==> config.mk <==
export PLATFORM = sky130hd
export DESIGN_NAME = postfix_eval_ctrl_flat
export DESIGN_NICKNAME = d
export VERILOG_FILES = /design/src/rtl/postfix_eval_ctrl_if.sv /design/src/rtl/postfix_eval_ctrl.sv /design/src/flat_wrapper.sv
export SDC_FILE = /design/constraint.sdc
export NUM_CORES = 1
export LEC_CHECK = 0
export CAP_MARGIN = 20
export CORE_AREA = 2 2 184 186
export CTS_CLUSTER_SIZE = 30
export DETAILED_ROUTE_END_ITERATION = 12
export DIE_AREA = 0 0 186 188
export PLACE_DENSITY = 0.66
export REMOVE_ABC_BUFFERS = 1
export SYNTH_ARGS = -nofsm -noshare
export SYNTH_HDL_FRONTEND = slang
export SYNTH_SLANG_ARGS = --single-unit
==> constraint.sdc <==
create_clock -name clk -period 16.5 [get_ports clk]
set_input_delay 1.65 -clock clk [delete_from_list [all_inputs] [get_ports clk]]
set_output_delay 1.65 -clock clk [all_outputs]
set_load 0.05 [all_outputs]
==> src/rtl/postfix_eval_ctrl_if.sv <==
// Token stream and result/status bundle between the postfix token source
// (master) and the postfix evaluation controller (slave).
interface postfix_eval_ctrl_if #(
    parameter int WIDTH = 16
);
    logic             start;
    logic             tok_valid;
    logic             tok_ready;
    logic [WIDTH-1:0] tok_data;
    logic             tok_is_op;
    logic             tok_last;
    logic             busy;
    logic [WIDTH-1:0] result;
    logic             result_valid;
    logic             error;
    logic [2:0]       err_code;

    modport master (
        output start, tok_valid, tok_data, tok_is_op, tok_last,
        input  tok_ready, busy, result, result_valid, error, err_code
    );

    modport slave (
        input  start, tok_valid, tok_data, tok_is_op, tok_last,
        output tok_ready, busy, result, result_valid, error, err_code
    );
endinterface

==> src/rtl/postfix_eval_ctrl.sv <==
// Postfix expression evaluator: owns the operand stack and sequences
// fetch / pop B / pop A / execute / push for each operator, then reports
// either the single remaining stack value or an error code.
// Optional signed divide ('/', code 47) is built when POSTFIX_EVAL_DIV_EN
// is defined; otherwise '/' is rejected as a bad operator.
module postfix_eval_ctrl #(
    parameter int DEPTH = 13,
    parameter int WIDTH = 16
) (
    input  logic               clk,
    input  logic               rst_n,
    postfix_eval_ctrl_if.slave bus
);
    localparam int               SP_W    = $clog2(DEPTH + 1);
    localparam logic [SP_W-1:0]  SP_FULL = SP_W'(DEPTH);
    localparam logic [SP_W-1:0]  SP_ONE  = SP_W'(1);
    localparam logic [WIDTH-1:0] OP_MUL  = WIDTH'(42);
    localparam logic [WIDTH-1:0] OP_ADD  = WIDTH'(43);
    localparam logic [WIDTH-1:0] OP_SUB  = WIDTH'(45);

    typedef enum logic [2:0] {
        IDLE, FETCH, POP_B, POP_A, EXEC, FINISH, DRAIN
    } state_t;

    typedef enum logic [2:0] {
        ERR_NONE      = 3'd0,
        ERR_OVERFLOW  = 3'd1,
        ERR_UNDERFLOW = 3'd2,
        ERR_BAD_OP    = 3'd3,
        ERR_DEPTH     = 3'd4,
        ERR_DIV_ZERO  = 3'd5
    } err_t;

    state_t           state;
    logic [SP_W-1:0]  sp;
    // NOTE: the stack is plain storage with no reset; sp alone defines which
    // entries are live, so clearing the array would only cost flops.
    logic [WIDTH-1:0] stack [DEPTH];
    logic [WIDTH-1:0] opcode;
    logic             last_q;
    logic [WIDTH-1:0] opa;
    logic [WIDTH-1:0] opb;

    logic [WIDTH-1:0] exec_val;
    logic             exec_ok;
    logic             exec_done;
    logic             fault;
    err_t             fault_code;
    logic             fault_last;

`ifdef POSTFIX_EVAL_DIV_EN
    localparam int               CNT_W  = $clog2(WIDTH + 1);
    localparam logic [WIDTH-1:0] OP_DIV = WIDTH'(47);

    logic             div_run;
    logic             div_neg;
    logic [CNT_W-1:0] div_cnt;
    logic [WIDTH-1:0] div_den;
    logic [WIDTH-1:0] div_rem;
    logic [WIDTH-1:0] div_quo;
    logic [WIDTH:0]   div_shift;
    logic [WIDTH:0]   div_diff;
    logic             div_ge;
    logic [WIDTH-1:0] div_rem_nxt;
    logic [WIDTH-1:0] div_quo_nxt;

    function automatic logic [WIDTH-1:0] mag(input logic [WIDTH-1:0] v);
        return v[WIDTH-1] ? (~v + WIDTH'(1)) : v;
    endfunction

    // One restoring-division step on the operand magnitudes.
    always_comb begin
        div_shift   = {div_rem, div_quo[WIDTH-1]};
        div_diff    = div_shift - {1'b0, div_den};
        div_ge      = div_shift >= {1'b0, div_den};
        div_rem_nxt = div_ge ? div_diff[WIDTH-1:0] : div_shift[WIDTH-1:0];
        div_quo_nxt = {div_quo[WIDTH-2:0], div_ge};
    end
`endif

    // Operator decode and ALU result; products and sums wrap modulo 2^WIDTH.
    always_comb begin
        exec_ok   = 1'b1;
        exec_done = 1'b1;
        exec_val  = '0;
        case (opcode)
            OP_ADD: exec_val = opa + opb;
            OP_SUB: exec_val = opa - opb;
            OP_MUL: exec_val = opa * opb;
`ifdef POSTFIX_EVAL_DIV_EN
            OP_DIV: begin
                exec_done = div_run && (div_cnt == CNT_W'(1));
                exec_val  = div_neg ? (~div_quo_nxt + WIDTH'(1)) : div_quo_nxt;
            end
`endif
            default: exec_ok = 1'b0;
        endcase
    end

    // Error detection for the current state; fault_last says whether the
    // stream's final token has already been consumed (exit to IDLE, not DRAIN).
    always_comb begin
        fault      = 1'b0;
        fault_code = ERR_NONE;
        fault_last = last_q;
        case (state)
            FETCH: begin
                if (bus.tok_valid && !bus.tok_is_op && sp == SP_FULL) begin
                    fault      = 1'b1;
                    fault_code = ERR_OVERFLOW;
                    fault_last = bus.tok_last;
                end
            end
            POP_B, POP_A: begin
                if (sp == '0) begin
                    fault      = 1'b1;
                    fault_code = ERR_UNDERFLOW;
                end
            end
            EXEC: begin
                if (!exec_ok) begin
                    fault      = 1'b1;
                    fault_code = ERR_BAD_OP;
                end
`ifdef POSTFIX_EVAL_DIV_EN
                else if (opcode == OP_DIV && !div_run && opb == '0) begin
                    fault      = 1'b1;
                    fault_code = ERR_DIV_ZERO;
                end
`endif
            end
            FINISH: begin
                if (sp != SP_ONE) begin
                    fault      = 1'b1;
                    fault_code = ERR_DEPTH;
                    fault_last = 1'b1;
                end
            end
            default: ;
        endcase
    end

    // Sequencer: state, stack, and all registered outputs.
    always_ff @(posedge clk) begin
        if (!rst_n) begin
            state            <= IDLE;
            sp               <= '0;
            last_q           <= 1'b0;
            bus.tok_ready    <= 1'b0;
            bus.busy         <= 1'b0;
            bus.result       <= '0;
            bus.result_valid <= 1'b0;
            bus.error        <= 1'b0;
            bus.err_code     <= ERR_NONE;
`ifdef POSTFIX_EVAL_DIV_EN
            div_run          <= 1'b0;
`endif
        end else begin
            bus.result_valid <= 1'b0;
            bus.error        <= 1'b0;
            if (fault) begin
                bus.error     <= 1'b1;
                bus.err_code  <= fault_code;
                sp            <= '0;
                state         <= fault_last ? IDLE : DRAIN;
                bus.tok_ready <= !fault_last;
                bus.busy      <= !fault_last;
`ifdef POSTFIX_EVAL_DIV_EN
                div_run       <= 1'b0;
`endif
            end else begin
                case (state)
                    IDLE: begin
                        if (bus.start) begin
                            state         <= FETCH;
                            sp            <= '0;
                            bus.err_code  <= ERR_NONE;
                            bus.tok_ready <= 1'b1;
                            bus.busy      <= 1'b1;
                        end
                    end
                    FETCH: begin
                        if (bus.tok_valid) begin
                            if (bus.tok_is_op) begin
                                opcode        <= bus.tok_data;
                                last_q        <= bus.tok_last;
                                state         <= POP_B;
                                bus.tok_ready <= 1'b0;
                            end else begin
                                stack[sp] <= bus.tok_data;
                                sp        <= sp + SP_ONE;
                                if (bus.tok_last) begin
                                    state         <= FINISH;
                                    bus.tok_ready <= 1'b0;
                                end
                            end
                        end
                    end
                    POP_B: begin
                        opb   <= stack[sp - SP_ONE];
                        sp    <= sp - SP_ONE;
                        state <= POP_A;
                    end
                    POP_A: begin
                        opa   <= stack[sp - SP_ONE];
                        sp    <= sp - SP_ONE;
                        state <= EXEC;
                    end
                    EXEC: begin
`ifdef POSTFIX_EVAL_DIV_EN
                        if (opcode == OP_DIV && !div_run) begin
                            div_run <= 1'b1;
                            div_neg <= opa[WIDTH-1] ^ opb[WIDTH-1];
                            div_cnt <= CNT_W'(WIDTH);
                            div_den <= mag(opb);
                            div_quo <= mag(opa);
                            div_rem <= '0;
                        end else if (div_run) begin
                            div_rem <= div_rem_nxt;
                            div_quo <= div_quo_nxt;
                            div_cnt <= div_cnt - CNT_W'(1);
                            if (exec_done) div_run <= 1'b0;
                        end
`endif
                        if (exec_done) begin
                            stack[sp]     <= exec_val;
                            sp            <= sp + SP_ONE;
                            state         <= last_q ? FINISH : FETCH;
                            bus.tok_ready <= !last_q;
                        end
                    end
                    FINISH: begin
                        bus.result       <= stack[0];
                        bus.result_valid <= 1'b1;
                        sp               <= '0;
                        state            <= IDLE;
                        bus.busy         <= 1'b0;
                    end
                    DRAIN: begin
                        if (bus.tok_valid && bus.tok_last) begin
                            state         <= IDLE;
                            bus.tok_ready <= 1'b0;
                            bus.busy      <= 1'b0;
                        end
                    end
                    default: state <= IDLE;
                endcase
            end
        end
    end
endmodule

==> src/flat_wrapper.sv <==
// flat-port wrapper written by rule: the top's interface ports become plain ports
module postfix_eval_ctrl_flat 
#(
    parameter int DEPTH = 13,
    parameter int WIDTH = 16
)
  (clk, rst_n, bus_start, bus_tok_valid, bus_tok_data, bus_tok_is_op, bus_tok_last, bus_tok_ready, bus_busy, bus_result, bus_result_valid, bus_error, bus_err_code);
  postfix_eval_ctrl_if #(.WIDTH(WIDTH)) bus_i ();
  input  logic clk;
  input  logic rst_n;
  input wire logic [$bits(bus_i.start)-1:0] bus_start;
  input wire logic [$bits(bus_i.tok_valid)-1:0] bus_tok_valid;
  input wire logic [$bits(bus_i.tok_data)-1:0] bus_tok_data;
  input wire logic [$bits(bus_i.tok_is_op)-1:0] bus_tok_is_op;
  input wire logic [$bits(bus_i.tok_last)-1:0] bus_tok_last;
  output wire logic [$bits(bus_i.tok_ready)-1:0] bus_tok_ready;
  output wire logic [$bits(bus_i.busy)-1:0] bus_busy;
  output wire logic [$bits(bus_i.result)-1:0] bus_result;
  output wire logic [$bits(bus_i.result_valid)-1:0] bus_result_valid;
  output wire logic [$bits(bus_i.error)-1:0] bus_error;
  output wire logic [$bits(bus_i.err_code)-1:0] bus_err_code;
  assign bus_i.start = bus_start;
  assign bus_i.tok_valid = bus_tok_valid;
  assign bus_i.tok_data = bus_tok_data;
  assign bus_i.tok_is_op = bus_tok_is_op;
  assign bus_i.tok_last = bus_tok_last;
  assign bus_tok_ready = bus_i.tok_ready;
  assign bus_busy = bus_i.busy;
  assign bus_result = bus_i.result;
  assign bus_result_valid = bus_i.result_valid;
  assign bus_error = bus_i.error;
  assign bus_err_code = bus_i.err_code;
  postfix_eval_ctrl #(.DEPTH(DEPTH), .WIDTH(WIDTH)) u_core (.clk(clk), .rst_n(rst_n), .bus(bus_i));
endmodule
==> results of run 1 <==
stage by stage:
step                cells  instance area [sq um]  setup WS, ns  power, mW
floorplan            1204                  16120         10.71      2.361
global route         1767                  18300         9.447      3.751
finish               1767                  18300         9.937      3.487
CTS                  1763                  18220         9.881      3.502
global placement     1713                  17300         10.05      2.836
detailed placement   1713                  17300         9.895      2.846
cells by family after synthesis:
| group | synth area share |
|---|---|
| AO/OA/AOI/OAI | 0.05866 |
| adder cells (fa/ha/maj) | 0.1534 |
| multiplexers | 0.09071 |
| buffers and inverters | 0.04520 |
| XOR/XNOR | 0.03564 |
| flip-flops | 0.5078 |
| AND/OR/NAND/NOR | 0.1085 |
layer usage:
layer	global-route usage	up-vias	share of wire
met3	0.02039	60	0.043
met2	0.3836	281	0.51
met5	0	-	0
met1	0.3047	5046	0.42
li1	-	4523	-
met4	0.06784	0	0.026
how the worst min path moves through the flow:
stage / slack, ns / cells past startpoint / endpoint
3_5_place_dp: 0.45 / 2 / u_core.bus.result[4]
2_1_floorplan: 0.49 / 2 / u_core.bus.result[1]
3_3_place_gp: 0.44 / 2 / u_core.bus.result[1]
4_1_cts: 0.45 / 2 / u_core.bus.result[4]
6_report: 0.45 / 2 / u_core.bus.result[4]
5_1_grt: 0.49 / 2 / u_core.bus.result[2]
worst max-delay path, stage by stage, from the launching register on:
cell,delay [ns]
edfxtp_1,0.66
and2_1,0.30
fa_1,0.53
inv_1,0.05
fa_1,0.53
inv_1,0.05
fa_1,0.51
fa_1,0.56
inv_1,0.05
fa_1,0.44
fa_1,0.39
xnor2_1,0.15
xnor2_1,0.20
xnor2_1,0.15
xnor2_1,0.15
xnor3_1,0.43
xnor2_1,0.18
nand2_1,0.09
a31oi_1,0.80
state kept, by name, summed over array words and instances (netlist names):
signal	flops
u_core.stack	208
u_core.bus.err_code	3
u_core.state	3
u_core.bus.error	1
u_core.bus.result	16
u_core.opa	16
u_core.opcode	16
u_core.last_q	1
u_core.sp	4
u_core.opb	16
u_core.bus.busy	1
u_core.bus.tok_ready	1
u_core.bus.result_valid	1
layout by cell type (no fill, tap or decap), types with 5 or more instances in the layout:
master	n
nor2b_1	12
fa_1	81
nor3_1	17
and2_1	80
a211oi_1	5
edfxtp_1	256
clkdlybuf4s50_1	44
nor2_1	69
dfxtp_1	30
nand2b_1	9
o21ai_0	22
xnor2_1	47
buf_4	17
clkbuf_1	9
xor2_1	15
a21boi_0	12
a21boi_1	6
ha_1	70
o21a_1	6
nand3_1	9
a21oi_1	35
nand2_1	129
inv_1	133
mux4_2	64
clkbuf_16	27
a221oi_1	12
or3_1	7
power groups by stage:
| stage | Clock [mW] | Combinational (mW) | Sequential, mW |
|---|---|---|---|
| CTS | 0.651 | 1.93 | 0.924 |
| floorplan | 0 | 1.40 | 0.958 |
| global route | 0.679 | 2.14 | 0.932 |
| detailed placement | 0 | 1.91 | 0.940 |
| finish | 0.639 | 1.92 | 0.925 |
| global placement | 0 | 1.90 | 0.940 |
cell type report:
cell class | instances | area [sq um]
multi-input combinational | 784 | 7358
tap | 448 | 560.5
timing repair buffer | 65 | 643.1
clock inverter | 10 | 158.9
clock buffer | 40 | 764.5
fill | 2694 | 14820
sequential | 287 | 8312
inverter | 133 | 499.2
==> reports/metrics.cfg, run 1 <==
[power]
power_frac_seq = 0.265
powerDensity_mw_per_mm2 = 190.6
p_leak_nw = 6.689
vdd_ir_drop_max_v = 0.0001565
combPwrFrac = 0.551
p_clk_frac = 0.183
internal_power_mw = 2.117
power.switching_mw = 1.370
swShare = 0.3930

[synthesis]
yosys_warnings = 0
synth-seq-cells = 287
yosysUniqueCellTypes = 71
netlist_instances = 1262
synthTopCellsByArea = edfxtp_1, fa_1, mux4_2, ha_1, dfxtp_1
synth_top_area_share = 0.4699
synth_ff_type = edfxtp_1
yosysMostFrequentCell = edfxtp_1
synth-seq-area-share = 0.5078
yosys-top-cells-count = edfxtp_1, inv_1, nand2_1
yosys.area.top_type = edfxtp_1
post_synth.cell_area_avg_sq_um = 12.96
synth_edf_count = 256
synthArstFlopShare = 0
synth_area_sq_mm = 0.01636

[clock_network]
numCtsBuffers = 27
cts_resized = 0
path_clk_slew_ns = 0.06
cts_tree = built
clkSinkCount = 287
cts_max_path_buffers = 3
postCtsSetupRepairBufs = 0
cts-hold-fix-buffers = 0
worstSkewPairLatency_ns = 0.53
htree_levels = 1
clockRootBuffer = clkbuf_16

[drt]
wl_per_cell_microns = 21.19
drtIter0Drc = 732
drc_errors = 0
vias = 9910
drtPass1Iterations = 5
wl_microns = 37440
vias_per_cell = 5.608
antenna_left = 0

[floorplan]
initial_core_util = 0.4940
die_w_microns = 186
rows = 67
core_area_sq_mm = 0.03311
design.die.area_sq_mm = 0.03497
ios = 45
dieHeight_microns = 188

[timing]
skew_ns = 0.01303
slew_violations = 0
setup_viol = 0
tightest_slew_ns = 1.083
period_share = 0.3978
tns_ns = 0
max_clock_freq_mhz = 152.4
slew-limit-headroom = 0.2777
fin_hold_ws_ns = 0.4548
hold_viol_final = 0
rsz0062_at_grt = false
min_period_ns = 6.563

[cells_and_area]
final_util = 0.5525
layout-drive-gt1-share = 0.1137
area_growth_pct = 11.84
fin_nets = 1472
diodes = 0

[worst_setup_path]
r2r-start = u_core.opb[1]
ff2ff_path_depth = 18
crit_path_start = u_core.opb[1]
critPathLaunchType = register
endpoint_kind = register
r2r_slack_ns = 9.94
crit_arrival_ns = 6.75
rr_endpoint = u_core.stack[11][15]
cp.required_ns = 16.69
crit_path_end = u_core.stack[11][15]
crit_fanout = 18
path_class = reg -> reg

[grt]
grt_max_degree = 31
grt-ovfl-total = 0
grt_pass1_vias = 10390
grt_pass1_wl_microns = 59260
grt.total_usage = 0.2242
antenna_found_initial = 0

[placement]
hpwl_microns = 25960
port_buffers = 44
place_congestion = 0.8838

[hold_path]
hp-start = u_core.bus.result[4]
min_path_type = reg -> reg

[flow_run]
max_cap_violations = 0

[outcome]
outcome = complete, no violations

Power figures use the tool's default switching activity.
==> run 2, diff against run 1 <==
PLACE_DENSITY = 0.69   (was 0.66)
clock period = 5.9 ns   (was 16.5 ns; I/O delays follow)
==> run 2 against run 1 <==
First-iteration DRC count up 6.3%; final cell count increased by 5.0%; total power increased to 3.1 times the previous value; sequential power increased to 2.7 times the previous value; maximum frequency is 12% higher; die area stayed put; global-route usage increased by 0.84 points; non-clock buffer count increased by 85; core utilization up 2.5 points; via count grew 4.1%; count of clock-buffer cells in the layout decreased by 1.
==> reports/metrics.cfg, run 2 (synthesis results as in run 1) <==
[worst_setup_path]
critPathLaunchType = register
crit_arrival_ns = 6.10  ; -0.65 ns
ff2ff_path_depth = 21  ; +3
r2r-start = u_core.opb[4]
crit_fanout = 6  ; -12
worstPathCellList = buf_6, and2_4, fa_1, inv_1, fa_1, fa_1, fa_1, inv_1, fa_1, inv_1, fa_1, inv_2, ha_4, and2_4, a31oi_2, o21ai_4, o41ai_2, xnor2_1, a221oi_2, buf_4, nor2_2
crit_top_cell = fa_1
endpoint_kind = register
cp_slowest_cell = fa_1
rr_endpoint = u_core.stack[6][14]
r2r_slack_ns = 0.06  ; -9.88 ns
path_class = reg -> reg
cp.required_ns = 6.16  ; -10.53 ns
cpPeakStageDelay_ns = 0.56  ; -0.24 ns

[timing]
tns_ns = 0  ; unchanged
max_clock_freq_mhz = 171.3  ; +12%
skew_ns = 0.02937  ; +0.01634 ns
rsz0062_at_grt = true
worst_slack_ns = 0.06088  ; -9.876 ns
setup_viol = 0  ; unchanged
tightest_slew_ns = 1.110  ; +0.02609 ns
hold_viol_final = 0  ; unchanged
slew-limit-headroom = 0.2603  ; -0.01739
fin_hold_ws_ns = 0.4569  ; +0.002110 ns
period_share = 0.9897  ; +0.5919
slew_violations = 0  ; unchanged
min_period_ns = 5.839  ; -0.7240 ns

[grt]
grt_pass1_vias = 10780  ; +3.7%
grt_pass1_wl_microns = 61610  ; +4.0%
antenna_found_initial = 0  ; unchanged
grt-ovfl-total = 0  ; unchanged
grt.total_usage = 0.2326  ; +0.008370
grt_max_degree = 50  ; +61%

[hold_path]
hold_end = u_core.bus.result[5]
min_path_type = reg -> reg
worst_hold_path.num_cells = 2  ; unchanged
hp-start = u_core.bus.result[5]

[power]
power.switching_mw = 4.307  ; +210%
combPwrFrac = 0.600  ; +0.049
vdd_ir_drop_max_v = 0.0006857  ; +340%
swShare = 0.4020  ; +0.009063
powerDensity_mw_per_mm2 = 560.6  ; +190%
p_leak_nw = 7.156  ; +7.0%
power_frac_seq = 0.234  ; -0.031
internal_power_mw = 6.405  ; +200%
p_clk_frac = 0.166  ; -0.017

[cells_and_area]
multi_input_area_sq_mm = 0.007562  ; +2.8%
ff_latch_area_sq_mm = 0.008312  ; unchanged
diodes = 0  ; unchanged
largest_reg_flops = 208  ; unchanged
final_common_cell = edfxtp_1
layout-drive-gt1-share = 0.1974  ; +0.08372
fin_nets = 1560  ; +6.0%
layout_common_cells = edfxtp_1, inv_1, nand2_1
top_register = u_core.stack
fill_cells = 2635  ; -2.2%
area_growth_pct = 16.81
instances_no_fill = 1856  ; +5.0%

[placement]
port_buffers = 44  ; unchanged
place_congestion = 0.9008  ; +1.9%
hpwl_microns = 27880  ; +7.4%
dp_cells = 1780  ; +3.9%
post-place-ws_ns = -0.2295  ; -10.12 ns

[drt]
drc_errors = 0  ; unchanged
wl_microns = 39710  ; +6.1%
drtPass1Iterations = 5  ; unchanged
vias_per_cell = 5.557  ; -0.92%
antenna_left = 0  ; unchanged
drtIter0Drc = 778  ; +6.3%
wl_per_cell_microns = 21.39  ; +0.97%
vias = 10310  ; +4.1%

[flow_run]
max_cap_violations = 0  ; unchanged

[floorplan]
initial_core_util = 0.4940  ; unchanged
ios = 45  ; unchanged
dieHeight_microns = 188  ; unchanged
design.die.area_sq_mm = 0.03497  ; unchanged
die_w_microns = 186  ; unchanged
rows = 67  ; unchanged
core_area_sq_mm = 0.03311  ; unchanged

[clock_network]
numCtsBuffers = 28  ; +3.7%
htree_levels = 1  ; unchanged
cts-hold-fix-buffers = 0  ; unchanged
cts_max_path_buffers = 3  ; unchanged
clkSinkCount = 287  ; unchanged
clockRootBuffer = clkbuf_16
worstSkewPairLatency_ns = 0.55  ; +0.02 ns
path_clk_slew_ns = 0.06  ; about the same
cts_tree = built

[outcome]
outcome = complete, no violations

==> run 2: per-stage QoR <==
step | utilization | cell area (sq um) | power [mW]
floorplan | - | 16120 | 6.602
global placement | 0.5372 | 17790 | 8.152
detailed placement | 0.5374 | 17790 | 8.214
CTS | 0.5675 | 18790 | 10.14
global route | 0.5771 | 19110 | 11.47
finish | 0.5771 | 19110 | 10.71
==> run 2: power by group through the flow <==
stage                     Sequential, mW  Clock, mW  Combinational [mW]
after global routing                2.52       1.86                7.08
after CTS                           2.51       1.79                5.84
after global placement              2.55          0                5.61
final                               2.51       1.77                6.43
after detailed placement            2.55          0                5.66
after floorplan                     2.68          0                3.92
==> run 2: critical path, delay by kind of cell, from the launching register on <==
kind | cells | cell delay [ns]
simple gates | 3 | 0.37
compound gates | 4 | 0.81
buf+inv | 6 | 0.53
xor+xnor | 1 | 0.14
flops | 1 | 0.44
fa+ha+maj | 7 | 3.27
==> run 2: worst max-delay path by stage <==
stage,start,end,slack (ns)
6_report,u_core.opb[4],u_core.stack[6][14],0.06
4_1_cts,u_core.opb[1],u_core.stack[7][12],0.009
2_1_floorplan,u_core.opb[4],u_core.stack[0][13],0.11
3_5_place_dp,u_core.opb[1],u_core.stack[0][14],-0.23
5_1_grt,u_core.opb[4],u_core.stack[10][14],-0.12
3_3_place_gp,u_core.opb[4],u_core.stack[0][14],-0.06
==> run 2: metal layers <==
| metal | track usage | wire length, microns | up-vias |
|---|---|---|---|
| met5 | 0 | 0 | - |
| met1 | 0.3057 | 16280 | 5255 |
| met2 | 0.4069 | 20490 | 282 |
| li1 | - | - | 4695 |
| met3 | 0.01942 | 1546 | 81 |
| met4 | 0.07813 | 1390 | 0 |
==> run 2: final cells by class <==
| class | count | area share |
|---|---|---|
| clock buffers | 39 | 0.04092 |
| clock inverters | 13 | 0.007333 |
| inverters | 133 | 0.02612 |
| multi-input cells | 786 | 0.3957 |
| flip-flops and latches | 287 | 0.4349 |
| well taps | 448 | 0.02933 |
| repair buffers | 150 | 0.06561 |
==> run 2: timing repair <==
| item | CTS | global route |
|---|---|---|
| gates cloned | 0 | 3 |
| setup endpoints to repair | 39 | 91 |
| resized for setup | 7 | 45 |
| pin swaps | 1 | 23 |
| setup buffers | 6 | 14 |
